File: config.mk
export PLATFORM = sky130hd
export DESIGN_NAME = sata_transport_pio_rx
export DESIGN_NICKNAME = d
export VERILOG_FILES = /design/src/rtl/sata_pkg.sv /design/src/rtl/sata_axis_reg_slice.sv /design/src/rtl/sata_transport_pio_rx.sv
export SDC_FILE = /design/constraint.sdc
export NUM_CORES = 1
export LEC_CHECK = 0
export CORE_UTILIZATION = 50
export DETAILED_ROUTE_END_ITERATION = 10
export PLACE_DENSITY = 0.81
export REMOVE_ABC_BUFFERS = 1
export SETUP_SLACK_MARGIN = 0.02
export SYNTH_ARGS = -nofsm -noshare
export SYNTH_HDL_FRONTEND = slang
export SYNTH_SLANG_ARGS = --single-unit
File: constraint.sdc
create_clock -name clk -period 3 [get_ports clk]
set_clock_uncertainty 0.15 [all_clocks]
set_input_delay 0.3 -clock clk [delete_from_list [all_inputs] [get_ports clk]]
set_output_delay 0.3 -clock clk [all_outputs]
set_load 0.005 [all_outputs]
File: src/rtl/sata_pkg.sv
// Shared definitions for the SATA transport-layer PIO receive path:
// FIS type codes, link tuser bit positions, PIO FSM states and byte-enable helpers.
package sata_pkg;

    localparam logic [7:0] FIS_TYPE_PIO_SETUP = 8'h5F;
    localparam logic [7:0] FIS_TYPE_DATA      = 8'h46;

    // tuser layout {drop, err, keep[3:0], sop, eop}
    localparam int unsigned TU_EOP  = 0;
    localparam int unsigned TU_SOP  = 1;
    localparam int unsigned TU_KEEP = 2;
    localparam int unsigned TU_ERR  = 6;
    localparam int unsigned TU_DROP = 7;

    typedef enum logic [2:0] {
        IDLE,
        SETUP,
        WAIT_DATA,
        DATA,
        H2D,
        FLUSH
    } pio_state_e;

    function automatic logic [2:0] popcount4(input logic [3:0] k);
        return {2'b00, k[0]} + {2'b00, k[1]} + {2'b00, k[2]} + {2'b00, k[3]};
    endfunction

    // Byte enables covering the first n bytes of a dword (n clipped to 4 by the caller).
    function automatic logic [3:0] keep_mask(input logic [2:0] n);
        case (n)
            3'd0:    return 4'h0;
            3'd1:    return 4'h1;
            3'd2:    return 4'h3;
            3'd3:    return 4'h7;
            default: return 4'hF;
        endcase
    endfunction

endpackage

File: src/rtl/sata_axis_reg_slice.sv
// One-deep AXI-Stream output register: accepts a new word whenever it is empty
// or its current word is being taken downstream in the same cycle.
module sata_axis_reg_slice #(
    parameter int unsigned W = 37
) (
    input  logic         clk,
    input  logic         rst_n,
    input  logic [W-1:0] i_data,
    input  logic         i_valid,
    output logic         o_ready,
    output logic [W-1:0] o_data,
    output logic         o_valid,
    input  logic         i_ready
);

    logic         r_valid;
    logic [W-1:0] r_data;

    assign o_ready = i_ready | ~r_valid;
    assign o_valid = r_valid;
    assign o_data  = r_data;

    always_ff @(posedge clk or negedge rst_n) begin
        if (!rst_n) begin
            r_valid <= 1'b0;
            r_data  <= '0;
        end else if (i_valid && o_ready) begin
            r_valid <= 1'b1;
            r_data  <= i_data;
        end else if (i_ready) begin
            r_valid <= 1'b0;
        end
    end

endmodule

File: src/rtl/sata_transport_pio_rx.sv
// Transport-layer PIO receive controller: parses PIO Setup FIS, then strips Data FIS
// headers and forwards D2H payload to the user stream while counting down the byte count.
module sata_transport_pio_rx
    import sata_pkg::*;
#(
    parameter int unsigned USER_W = 8,
    parameter int unsigned CNT_W  = 16
) (
    input  logic              clk,
    input  logic              rst_n,
    input  logic [31:0]       s_axis_link_tdata,
    input  logic [USER_W-1:0] s_axis_link_tuser,
    input  logic              s_axis_link_tvalid,
    output logic              s_axis_link_tready,
    output logic [31:0]       m_axis_pio_tdata,
    output logic [3:0]        m_axis_pio_tkeep,
    output logic              m_axis_pio_tlast,
    output logic              m_axis_pio_tvalid,
    input  logic              m_axis_pio_tready,
    output logic              pio_active,
    output logic              pio_dir_d2h,
    output logic [CNT_W-1:0]  pio_xfer_cnt,
    output logic              pio_h2d_req,
    input  logic              pio_h2d_done,
    output logic              pio_done,
    output logic [7:0]        pio_e_status,
    output logic              pio_err
);

    pio_state_e r_state, w_state_nxt;

    logic [2:0]       r_idx;
    logic             r_dir_pend;
    logic [7:0]       r_es_pend;
    logic             r_dir;
    logic [7:0]       r_es;
    logic [CNT_W-1:0] r_cnt;
    logic [CNT_W-1:0] r_rem;
    logic             r_active;
    logic             r_done;
    logic             r_err;

    logic             w_beat, w_sop, w_eop, w_bad;
    logic [3:0]       w_keep, w_keep_out;
    logic [7:0]       w_type;
    logic [2:0]       w_pop, w_rem_clip;
    logic [CNT_W-1:0] w_cnt_in, w_rem_nxt;
    logic             w_last_beat;
    logic             w_start, w_commit, w_fwd, w_last, w_err;
    logic             w_zero_done, w_h2d_fin, w_done;
    logic             w_slice_rdy;
    logic [36:0]      w_slice_out;

    assign w_sop      = s_axis_link_tuser[TU_SOP];
    assign w_eop      = s_axis_link_tuser[TU_EOP];
    assign w_bad      = s_axis_link_tuser[TU_DROP] | s_axis_link_tuser[TU_ERR];
    assign w_keep     = s_axis_link_tuser[TU_KEEP +: 4];
    assign w_type     = s_axis_link_tdata[31:24];
    assign w_cnt_in   = CNT_W'({s_axis_link_tdata[23:16], s_axis_link_tdata[31:24]});

    assign s_axis_link_tready = (r_state == DATA) ? w_slice_rdy : 1'b1;
    assign w_beat             = s_axis_link_tvalid & s_axis_link_tready;

    // Count-down arithmetic: the beat that exhausts the count is last and its keep is trimmed.
    assign w_pop       = popcount4(w_keep);
    assign w_rem_clip  = (r_rem >= CNT_W'(4)) ? 3'd4 : r_rem[2:0];
    assign w_keep_out  = w_keep & keep_mask(w_rem_clip);
    assign w_last_beat = (CNT_W'(w_pop) >= r_rem);
    assign w_rem_nxt   = w_last_beat ? '0 : (r_rem - CNT_W'(w_pop));

    always_comb begin
        w_state_nxt = r_state;
        w_start     = 1'b0;
        w_commit    = 1'b0;
        w_fwd       = 1'b0;
        w_last      = 1'b0;
        w_err       = 1'b0;
        w_zero_done = 1'b0;
        w_h2d_fin   = 1'b0;
        case (r_state)
            IDLE: begin
                if (w_beat && w_sop && !w_bad && w_type == FIS_TYPE_PIO_SETUP) begin
                    if (w_eop) begin
                        w_err = 1'b1;
                    end else begin
                        w_start     = 1'b1;
                        w_state_nxt = SETUP;
                    end
                end
            end
            SETUP: begin
                if (w_beat) begin
                    if (w_sop) begin
                        w_err       = 1'b1;
                        w_state_nxt = IDLE;
                    end else if (w_bad || (r_idx != 3'd4 && w_eop) || (r_idx == 3'd4 && !w_eop)) begin
                        w_err       = 1'b1;
                        w_state_nxt = w_eop ? IDLE : FLUSH;
                    end else if (r_idx == 3'd4) begin
                        w_commit = 1'b1;
                        if (w_cnt_in == '0) begin
                            w_zero_done = 1'b1;
                            w_state_nxt = IDLE;
                        end else begin
                            w_state_nxt = r_dir_pend ? WAIT_DATA : H2D;
                        end
                    end
                end
            end
            WAIT_DATA: begin
                if (w_beat && w_sop) begin
                    if (w_bad || w_type != FIS_TYPE_DATA) begin
                        w_err       = 1'b1;
                        w_state_nxt = w_eop ? IDLE : FLUSH;
                    end else if (!w_eop) begin
                        w_state_nxt = DATA;
                    end
                end
            end
            DATA: begin
                if (w_beat) begin
                    if (w_bad || w_sop) begin
                        w_err       = 1'b1;
                        w_state_nxt = w_eop ? IDLE : FLUSH;
                    end else begin
                        w_fwd = 1'b1;
                        w_last = w_last_beat;
                        if (w_last_beat)
                            w_state_nxt = w_eop ? IDLE : FLUSH;
                        else if (w_eop)
                            w_state_nxt = WAIT_DATA;
                    end
                end
            end
            H2D: begin
                if (pio_h2d_done) begin
                    w_h2d_fin   = 1'b1;
                    w_state_nxt = IDLE;
                end
            end
            FLUSH: begin
                if (w_beat && w_eop)
                    w_state_nxt = IDLE;
            end
            default: w_state_nxt = IDLE;
        endcase
    end

    // D2H completion is taken at the user handshake of tlast, not at the link beat.
    assign w_done = w_zero_done | w_h2d_fin |
                    (m_axis_pio_tvalid & m_axis_pio_tready & m_axis_pio_tlast);

    always_ff @(posedge clk or negedge rst_n) begin
        if (!rst_n) begin
            r_state    <= IDLE;
            r_idx      <= '0;
            r_dir_pend <= 1'b0;
            r_es_pend  <= '0;
            r_dir      <= 1'b0;
            r_es       <= '0;
            r_cnt      <= '0;
            r_rem      <= '0;
            r_active   <= 1'b0;
            r_done     <= 1'b0;
            r_err      <= 1'b0;
        end else begin
            r_state <= w_state_nxt;
            r_done  <= w_done & ~w_err;
            r_err   <= w_err;
            if (w_start) begin
                r_idx      <= 3'd1;
                r_dir_pend <= s_axis_link_tdata[21];
            end
            if (r_state == SETUP && w_beat) begin
                r_idx <= r_idx + 3'd1;
                if (r_idx == 3'd3)
                    r_es_pend <= s_axis_link_tdata[7:0];
            end
            if (w_commit) begin
                r_dir <= r_dir_pend;
                r_es  <= r_es_pend;
                r_cnt <= w_cnt_in;
                r_rem <= w_cnt_in;
            end
            if (w_fwd)
                r_rem <= w_rem_nxt;
            if (w_err || w_done)
                r_active <= 1'b0;
            if (w_commit && w_cnt_in != '0)
                r_active <= 1'b1;
        end
    end

    sata_axis_reg_slice #(
        .W(37)
    ) u_out_slice (
        .clk     (clk),
        .rst_n   (rst_n),
        .i_data  ({w_keep_out, w_last, s_axis_link_tdata}),
        .i_valid (w_fwd),
        .o_ready (w_slice_rdy),
        .o_data  (w_slice_out),
        .o_valid (m_axis_pio_tvalid),
        .i_ready (m_axis_pio_tready)
    );

    assign m_axis_pio_tkeep = w_slice_out[36:33];
    assign m_axis_pio_tlast = w_slice_out[32];
    assign m_axis_pio_tdata = w_slice_out[31:0];

    assign pio_active   = r_active;
    assign pio_dir_d2h  = r_dir;
    assign pio_xfer_cnt = r_cnt;
    assign pio_h2d_req  = (r_state == H2D);
    assign pio_done     = r_done;
    assign pio_e_status = r_es;
    assign pio_err      = r_err;

endmodule

==> results of run 1 <==
[cell type report]
class	instances	area, um^2	area share
clock buffer	10	138	0.0217
multi-input combinational	304	2150	0.339
tap	108	135	0.0213
clock inverter	6	75.1	0.0118
inverter	12	45.0	0.00709
sequential	97	2430	0.382
timing repair buffer	146	1380	0.217
[state kept, by name, summed over array words and instances, names as in the netlist, 3 cells and up]
| signal | cells |
|---|---|
| pio_e_status | 8 |
| pio_xfer_cnt | 16 |
| r_es_pend | 8 |
| r_idx | 3 |
| r_rem | 16 |
| r_state | 3 |
| u_out_slice.o_data | 37 |
[per-stage QoR]
step	worst slack (ps)	utilization
finish	101	0.721
global route	62.5	0.721
CTS	29.5	0.715
detailed placement	-837	0.684
global placement	-780	0.684
floorplan	-291	-
[kinds of logic after synthesis]
family          count (synthesis)  synth area share
flops                          97             0.526
xor+xnor                        1           0.00190
simple gates                  178             0.190
buf+inv                        28            0.0279
mux                            46             0.113
fa+ha+maj                      10            0.0304
compound gates                 69             0.110
[power groups by stage]
| stage | registers [mW] | clock network (mW) | logic [mW] |
|---|---|---|---|
| finish | 1.52 | 0.908 | 0.807 |
| CTS | 1.52 | 0.923 | 0.776 |
| floorplan | 1.52 | 0 | 0.432 |
| global placement | 1.54 | 0 | 0.732 |
| global route | 1.54 | 0.977 | 0.889 |
| detailed placement | 1.54 | 0 | 0.749 |
[critical path, stage by stage]
cell and delay (ps):
clkdlybuf4s15_1 190, fa_1 490, ha_4 190, ha_4 210, fa_2 360, nand2b_4 160, a32oi_4 200, o211ai_1 180
a31o_1 280, o211a_4 160, mux2_4 290
[path summary, 6_finish.rpt]
| check | end | slack [ps] | from |
|---|---|---|---|
| setup / recovery | r_state[0]$_DFFE_PN0P_ | 100 | s_axis_link_tuser[3] |
| hold / removal | u_out_slice.o_data[3]$_DFFE_PN0P_ | -40 | rst_n |
| setup reg to reg | r_state[0]$_DFFE_PN0P_ | 490 | r_rem[1]$_DFFE_PN0P_ |
| hold reg to reg | pio_xfer_cnt[1]$_DFFE_PN0P_ | 330 | pio_xfer_cnt[1]$_DFFE_PN0P_ |
| max in group asynchronous | pio_xfer_cnt[5]$_DFFE_PN0P_ | 1920 | rst_n |
| min in group clk | u_out_slice.o_data[33]$_DFFE_PN0P_ | 60 | s_axis_link_tuser[2] |
[cells in the final DEF, fill, tap and decap left out, types with 3 or more instances in the layout]
cell	Yosys	final
a31oi_1	5	5
nand3_1	9	9
nand2b_1	6	5
or4_1	3	3
buf_4	2	34
a21oi_1	10	10
nand4_1	6	6
dfrtp_1	97	97
o21ai_0	14	14
or2_2	4	4
nor2b_1	6	6
ha_1	8	4
o211a_1	3	3
inv_1	12	12
clkdlybuf4s50_1	0	108
nor3_1	7	6
nor4_1	8	8
a221o_1	4	4
o311ai_1	4	4
nand2_1	96	96
mux2_2	42	42
clkbuf_8	0	10
o21ai_1	6	6
nor2_1	16	14
ha_4	0	4
[cells in the mapped netlist (5+ instances only)]
cell | number | area share
mux2_2 | 42 | 0.10
o21ai_1 | 6 | 0.0065
nand4_1 | 6 | 0.0081
nand3_1 | 9 | 0.0098
ha_1 | 8 | 0.022
dfrtp_1 | 97 | 0.53
clkbuf_1 | 6 | 0.0049
nor3_1 | 7 | 0.0076
nand2b_1 | 6 | 0.0081
a21oi_1 | 10 | 0.011
inv_1 | 12 | 0.0098
nand2_1 | 96 | 0.078
o21ai_0 | 14 | 0.015
buf_2 | 7 | 0.0076
nor2b_1 | 6 | 0.0081
nor4_1 | 8 | 0.011
nor2_1 | 16 | 0.013
a31oi_1 | 5 | 0.0068
[repair_timing]
action                     in CTS  in global routing
setup endpoints to repair      20                 17
pin swaps                       8                  7
setup buffers                   3                  1
gates resized for setup        16                  8
[layer usage]
layer | GRT usage | routed length [um] | up-vias
li1 | - | - | 1809
met2 | 0.436 | 5660 | 161
met5 | 0 | 0 | -
met4 | 0.0991 | 216 | 0
met1 | 0.345 | 5260 | 1886
met3 | 0.0773 | 1050 | 22
==> parameters.txt, run 1 <==
Parameter                              Value

Min path
  Type of the worst min-delay path ... input pin to async pin

Timing
  RSZ-0062 raised after global routing ... false
  Final period demand of the worst path ... 2900 ps
  Tightest Pin Transition ... 1130 ps
  Maximum operating frequency ... 0.345 GHz
  Final sum of negative setup slack ... 0 ps
  Worst-case hold slack ... -35.4 ps
  Relative max-transition margin ... 0.244
  Final critical-path share of the clock period ... 0.966
  Number of hold violations in the final report ... 15
  Final Max Slew Viols ... 0
  Final setup violation count ... 0

Logic synthesis
  Number of flops mapped to enable cells by yosys ... 0
  Synth async-reset ratio ... 1.00
  Cell variety after synth ... 61
  Yosys warnings ... 0
  Synth Flop Type ... dfrtp_1
  Post-synthesis sequential element count ... 97
  Cell count after synthesis ... 429
  Synthesized area ... 4610 um^2
  Sequential element share of the synthesized area ... 0.526
  Average footprint of a synthesized cell ... 10.7 um^2

Place
  Number of port buffers ... 112
  Cells after DPL ... 663
  Placed instance area ... 6020 um^2
  Half-perimeter wire length after placement ... 8.84 mm
  Global placement routability congestion ... 0.916

Layout
  Ant. Diodes ... 0
  Number of filler instances in the final layout ... 654
  Non-Filler Instances ... 683
  Area delta synth->final ... 37.7%
  Non-Filler Cell Area, Final ... 6350 um^2
  Total Nets Final ... 625
  Share of cells above drive strength 1 ... 0.214

Clock network
  CTS Hold Bufs ... 0
  Sink Count ... 97
  H-Tree Level Count ... 3
  Num CTS Buffers ... 9
  TritonCTS clock tree ... yes
  Buffer levels on the longest clock path ... 2
  Root Buffer Master ... clkbuf_8
  CTS clk-pin slew, worst paths ... 100 ps
  Clk Latency, worst-skew pair ... 360 ps

Pwr
  Net switching power of the design ... 967 uW
  Leak ... 3.01 nW
  Register share of total power ... 0.470
  Power share of the combinational group ... 0.249
  Power, Total ... 3.24 mW
  Maximum resistive drop on vdd ... 0.371 mV
  Net switching share of the total power ... 0.299
  Internal power ... 2.27 mW
  Power density of the placed cells ... 510 nW/um^2
  Relative contribution of the clock network to total power ... 0.281

Worst setup path
  Arrival time at the worst endpoint ... 3010 ps
  Crit path kind ... input pin to flop
  Kind of start point of the critical path ... input pin
  Critical path peak fanout ... 3
  Endpoint required time on the critical path ... 3110 ps
  FF-to-FF path depth ... 8
  Endpoint class of the critical path ... flop

Drt
  Number of remaining DRC errors ... 8
  Drt wl/cell ... 17.8 um
  Avg Vias per Cell ... 5.68
  Via count ... 3,878
  Total Wirelength ... 12.2 mm
  Routed Antenna Nets ... 0
  Number of violations reported at the end of detailed-routing iteration 0 ... 155
  First-pass iteration count of the detailed router ... 8

Die
  Total I/O pin count ... 113
  Overall die height ... 98.0 um
  Core Box Area ... 8810 um^2
  Die area ... 9610 um^2
  Die boundary width ... 98.0 um
  Initial core utilization ... 0.524
  Site row count ... 34

GRT
  Initial antenna violation count ... 0
  Remaining Overflow, GRT ... 0
  Number of global-route vias before repair ... 4,073
  Global-route wire length before repair ... 20.2 mm
  Gr usage total ... 0.269
  Largest net degree at the start of global routing ... 91

Run status
  Status ... finished with violations
  Failing checks ... design-rule violations, negative hold slack

Job
  Max-cap violations ... 0
Note: power is estimated with default switching activity, not from simulation.
==> run 2, diff against run 1 <==
- GPL_TIMING_DRIVEN: unset -> 0
==> parameters.txt, run 2 (synthesis gave the netlist of run 1 again) <==
Parameter                              Value

Run status
  Status ... finished with violations (unchanged)
  Failing checks ... design-rule violations (was design-rule violations, negative hold slack)

Drt
  Number of violations reported at the end of detailed-routing iteration 0 ... 230 (was 155)
  Total Wirelength ... 12.6 mm (was 12.2 mm)
  First-pass iteration count of the detailed router ... 9 (was 8)
  Via count ... 3,892 (was 3,878)
  Drt wl/cell ... 19.0 um (was 17.8 um)
  Number of remaining DRC errors ... 8 (unchanged)
  Routed Antenna Nets ... 0 (unchanged)
  Avg Vias per Cell ... 5.85 (was 5.68)

Clock network
  CTS clk-pin slew, worst paths ... 110 ps (was 100 ps)
  H-Tree Level Count ... 3 (unchanged)
  Num CTS Buffers ... 9 (unchanged)
  Clk Latency, worst-skew pair ... 370 ps (was 360 ps)
  Sink Count ... 97 (unchanged)
  Root Buffer Master ... clkbuf_8 (unchanged)
  TritonCTS clock tree ... yes (unchanged)
  Buffer levels on the longest clock path ... 2 (unchanged)

Job
  Max-cap violations ... 0 (unchanged)

Layout
  Total Nets Final ... 607 (was 625)
  Highest-count cells in the layout ignoring fill and taps ... clkdlybuf4s50_1, dfrtp_1, nand2_1 (unchanged)
  Core occupancy in the finished layout ... 0.708 (was 0.721)
  Number of filler instances in the final layout ... 644 (was 654)
  Ant. Diodes ... 0 (unchanged)
  Share of cells above drive strength 1 ... 0.185 (was 0.214)
  Max FFs per register ... 37 (unchanged)
  Most common cell after layout, fill and taps aside ... clkdlybuf4s50_1 (unchanged)
  Area delta synth->final ... 35.2% (was 37.7%)

Worst setup path
  Largest incremental delay on the critical path ... 580 ps (was 490 ps)
  Top cell by count, worst path ... ha_4 (unchanged)
  Endpoint class of the critical path ... flop (unchanged)
  Crit path kind ... input pin to flop (unchanged)
  FF-to-FF path depth ... 5 (was 8)
  Worst R2R Setup Slack ... 220 ps (was 490 ps)
  Kind of start point of the critical path ... input pin (unchanged)
  Arrival time at the worst endpoint ... 3060 ps (was 3010 ps)
  Critical path peak fanout ... 4 (was 3)
  Worst-path cell chain ... buf_2, fa_1, ha_4, ha_4, fa_2, nand2b_4, a32oi_4, o211ai_1, a31o_1, o211a_4, mux2_4 (was clkdlybuf4s15_1, fa_1, ha_4, ha_4, fa_2, nand2b_4, a32oi_4, o211ai_1, a31o_1, o211a_4, mux2_4)
  Endpoint required time on the critical path ... 3110 ps (about the same)
  CP max stage cell ... fa_1 (unchanged)

Timing
  Relative max-transition margin ... 0.405 (was 0.244)
  Tightest Pin Transition ... 892 ps (was 1130 ps)
  Final critical-path share of the clock period ... 0.982 (was 0.966)
  Final Max Slew Viols ... 0 (unchanged)
  Maximum operating frequency ... 0.339 GHz (was 0.345 GHz)
  Final setup violation count ... 0 (unchanged)
  Final worst slack ... 54.1 ps (was 101 ps)
  Final period demand of the worst path ... 2950 ps (was 2900 ps)
  Number of hold violations in the final report ... 0 (was 15)
  RSZ-0062 raised after global routing ... false (unchanged)

Place
  Number of port buffers ... 112 (unchanged)
  Global placement routability congestion ... 0.846 (was 0.916)
  Half-perimeter wire length after placement ... 8.40 mm (was 8.84 mm)
  Post-place setup slack ... -1280 ps (was -837 ps)

GRT
  Number of global-route vias before repair ... 3,962 (was 4,073)
  Met3 GRT Util ... 0.0931 (was 0.0773)
  Global-route wire length before repair ... 20.3 mm (was 20.2 mm)
  Gr usage total ... 0.271 (was 0.269)
  Initial antenna violation count ... 0 (unchanged)
  Remaining Overflow, GRT ... 0 (unchanged)
  Layer with the highest usage ... met2 (unchanged)
  Met1 global-route usage ... 0.361 (was 0.345)
  Met2 capacity usage during global routing ... 0.430 (was 0.436)
  Largest net degree at the start of global routing ... 57 (was 91)

Die
  Overall die height ... 98.0 um (unchanged)
  Core Box Area ... 8810 um^2 (unchanged)
  Die boundary width ... 98.0 um (unchanged)
  Total I/O pin count ... 113 (unchanged)
  Die area ... 9610 um^2 (unchanged)
  Site row count ... 34 (unchanged)
  Initial core utilization ... 0.524 (unchanged)

Min path
  Type of the worst min-delay path ... input pin to flop (was input pin to async pin)
  Number of instances on the worst hold path ... 3

Pwr
  Leak ... 2.91 nW (was 3.01 nW)
  Power, Total ... 3.14 mW (was 3.24 mW)
  Power density of the placed cells ... 504 nW/um^2 (was 510 nW/um^2)
  Maximum resistive drop on vdd ... 0.407 mV (was 0.371 mV)
==> run 2: changes by cell type in the layout (fill, tap and decap cells not counted), sizes merged <==
cell,previous run,this run
buf,37,15
bufinv,1,0
clkdlybuf4s15,1,0
clkinvlp,1,0
dlygate4sd3,0,1
inv,14,17
o2111ai,1,3
o21bai,2,3
==> run 2: area by class of cell <==
cell class / instances / area, um^2 / area share
well taps: 108 / 135 / 0.0217
inverters: 12 / 45.0 / 0.00723
multi-input cells: 307 / 2190 / 0.351
repair buffers: 125 / 1250 / 0.201
clock buffers: 9 / 124 / 0.0199
flip-flops and latches: 97 / 2430 / 0.389
clock inverters: 7 / 60.1 / 0.00964
==> run 2: metal layers <==
layer | wire length (um) | up-vias
met3 | 1070 | 12
li1 | - | 1781
met1 | 5530 | 1933
met5 | 0 | -
met4 | 109 | 0
met2 | 5910 | 166
==> run 2: final timing paths <==
| kind | start | endpoint |
|---|---|---|
| hold / removal | s_axis_link_tuser[3] | u_out_slice.o_data[34]$_DFFE_PN0P_ |
| max in group asynchronous | rst_n | pio_xfer_cnt[4]$_DFFE_PN0P_ |
| setup / recovery | s_axis_link_tuser[2] | r_state[0]$_DFFE_PN0P_ |
| min in group asynchronous | rst_n | u_out_slice.o_data[7]$_DFFE_PN0P_ |
| hold reg to reg | r_es_pend[0]$_DFFE_PN0P_ | pio_e_status[0]$_DFFE_PN0P_ |
| setup reg to reg | r_state[0]$_DFFE_PN0P_ | r_rem[10]$_DFFE_PN0P_ |
==> run 2: power by group <==
group	leakage, nW	total (mW)	switching, mW	internal [mW]
combinational	1.48	0.785	0.389	0.396
clock	0.0969	0.829	0.509	0.320
sequential	1.33	1.52	0.104	1.42
total	2.91	3.14	1.00	2.14
==> run 2: stage by stage <==
| step | setup TNS, ps | instances | area [um^2] | hold WS [ps] |
|---|---|---|---|---|
| 2_1_floorplan | -1870 | 413 | 4530 | -146 |
| 3_3_place_gp | -238110 | 633 | 5780 | 293 |
| 3_5_place_dp | -20390 | 635 | 5840 | 172 |
| 4_1_cts | 0 | 662 | 6180 | 54.7 |
| 5_1_grt | 0 | 665 | 6230 | 42.4 |
| 6_report | 0 | 665 | 6230 | 56.1 |
==> run 2: repair_timing <==
item / 4_1_cts / 5_1_grt
pin swaps: 8 / 6
setup buffers: 8 / 1
endpoints found under the hold margin: 41 / 0
resized for setup: 20 / 3
hold buffers: 1 / 0
endpoints found under the setup margin: 20 / 7
cloned: 2 / 1
==> run 2: worst max-delay path: cells and delay by family <==
kind / cells / cell delay, ps
fa+ha+maj: 4 / 1320
compound gates: 4 / 870
mux: 1 / 290
simple gates: 1 / 160
buf+inv: 1 / 110
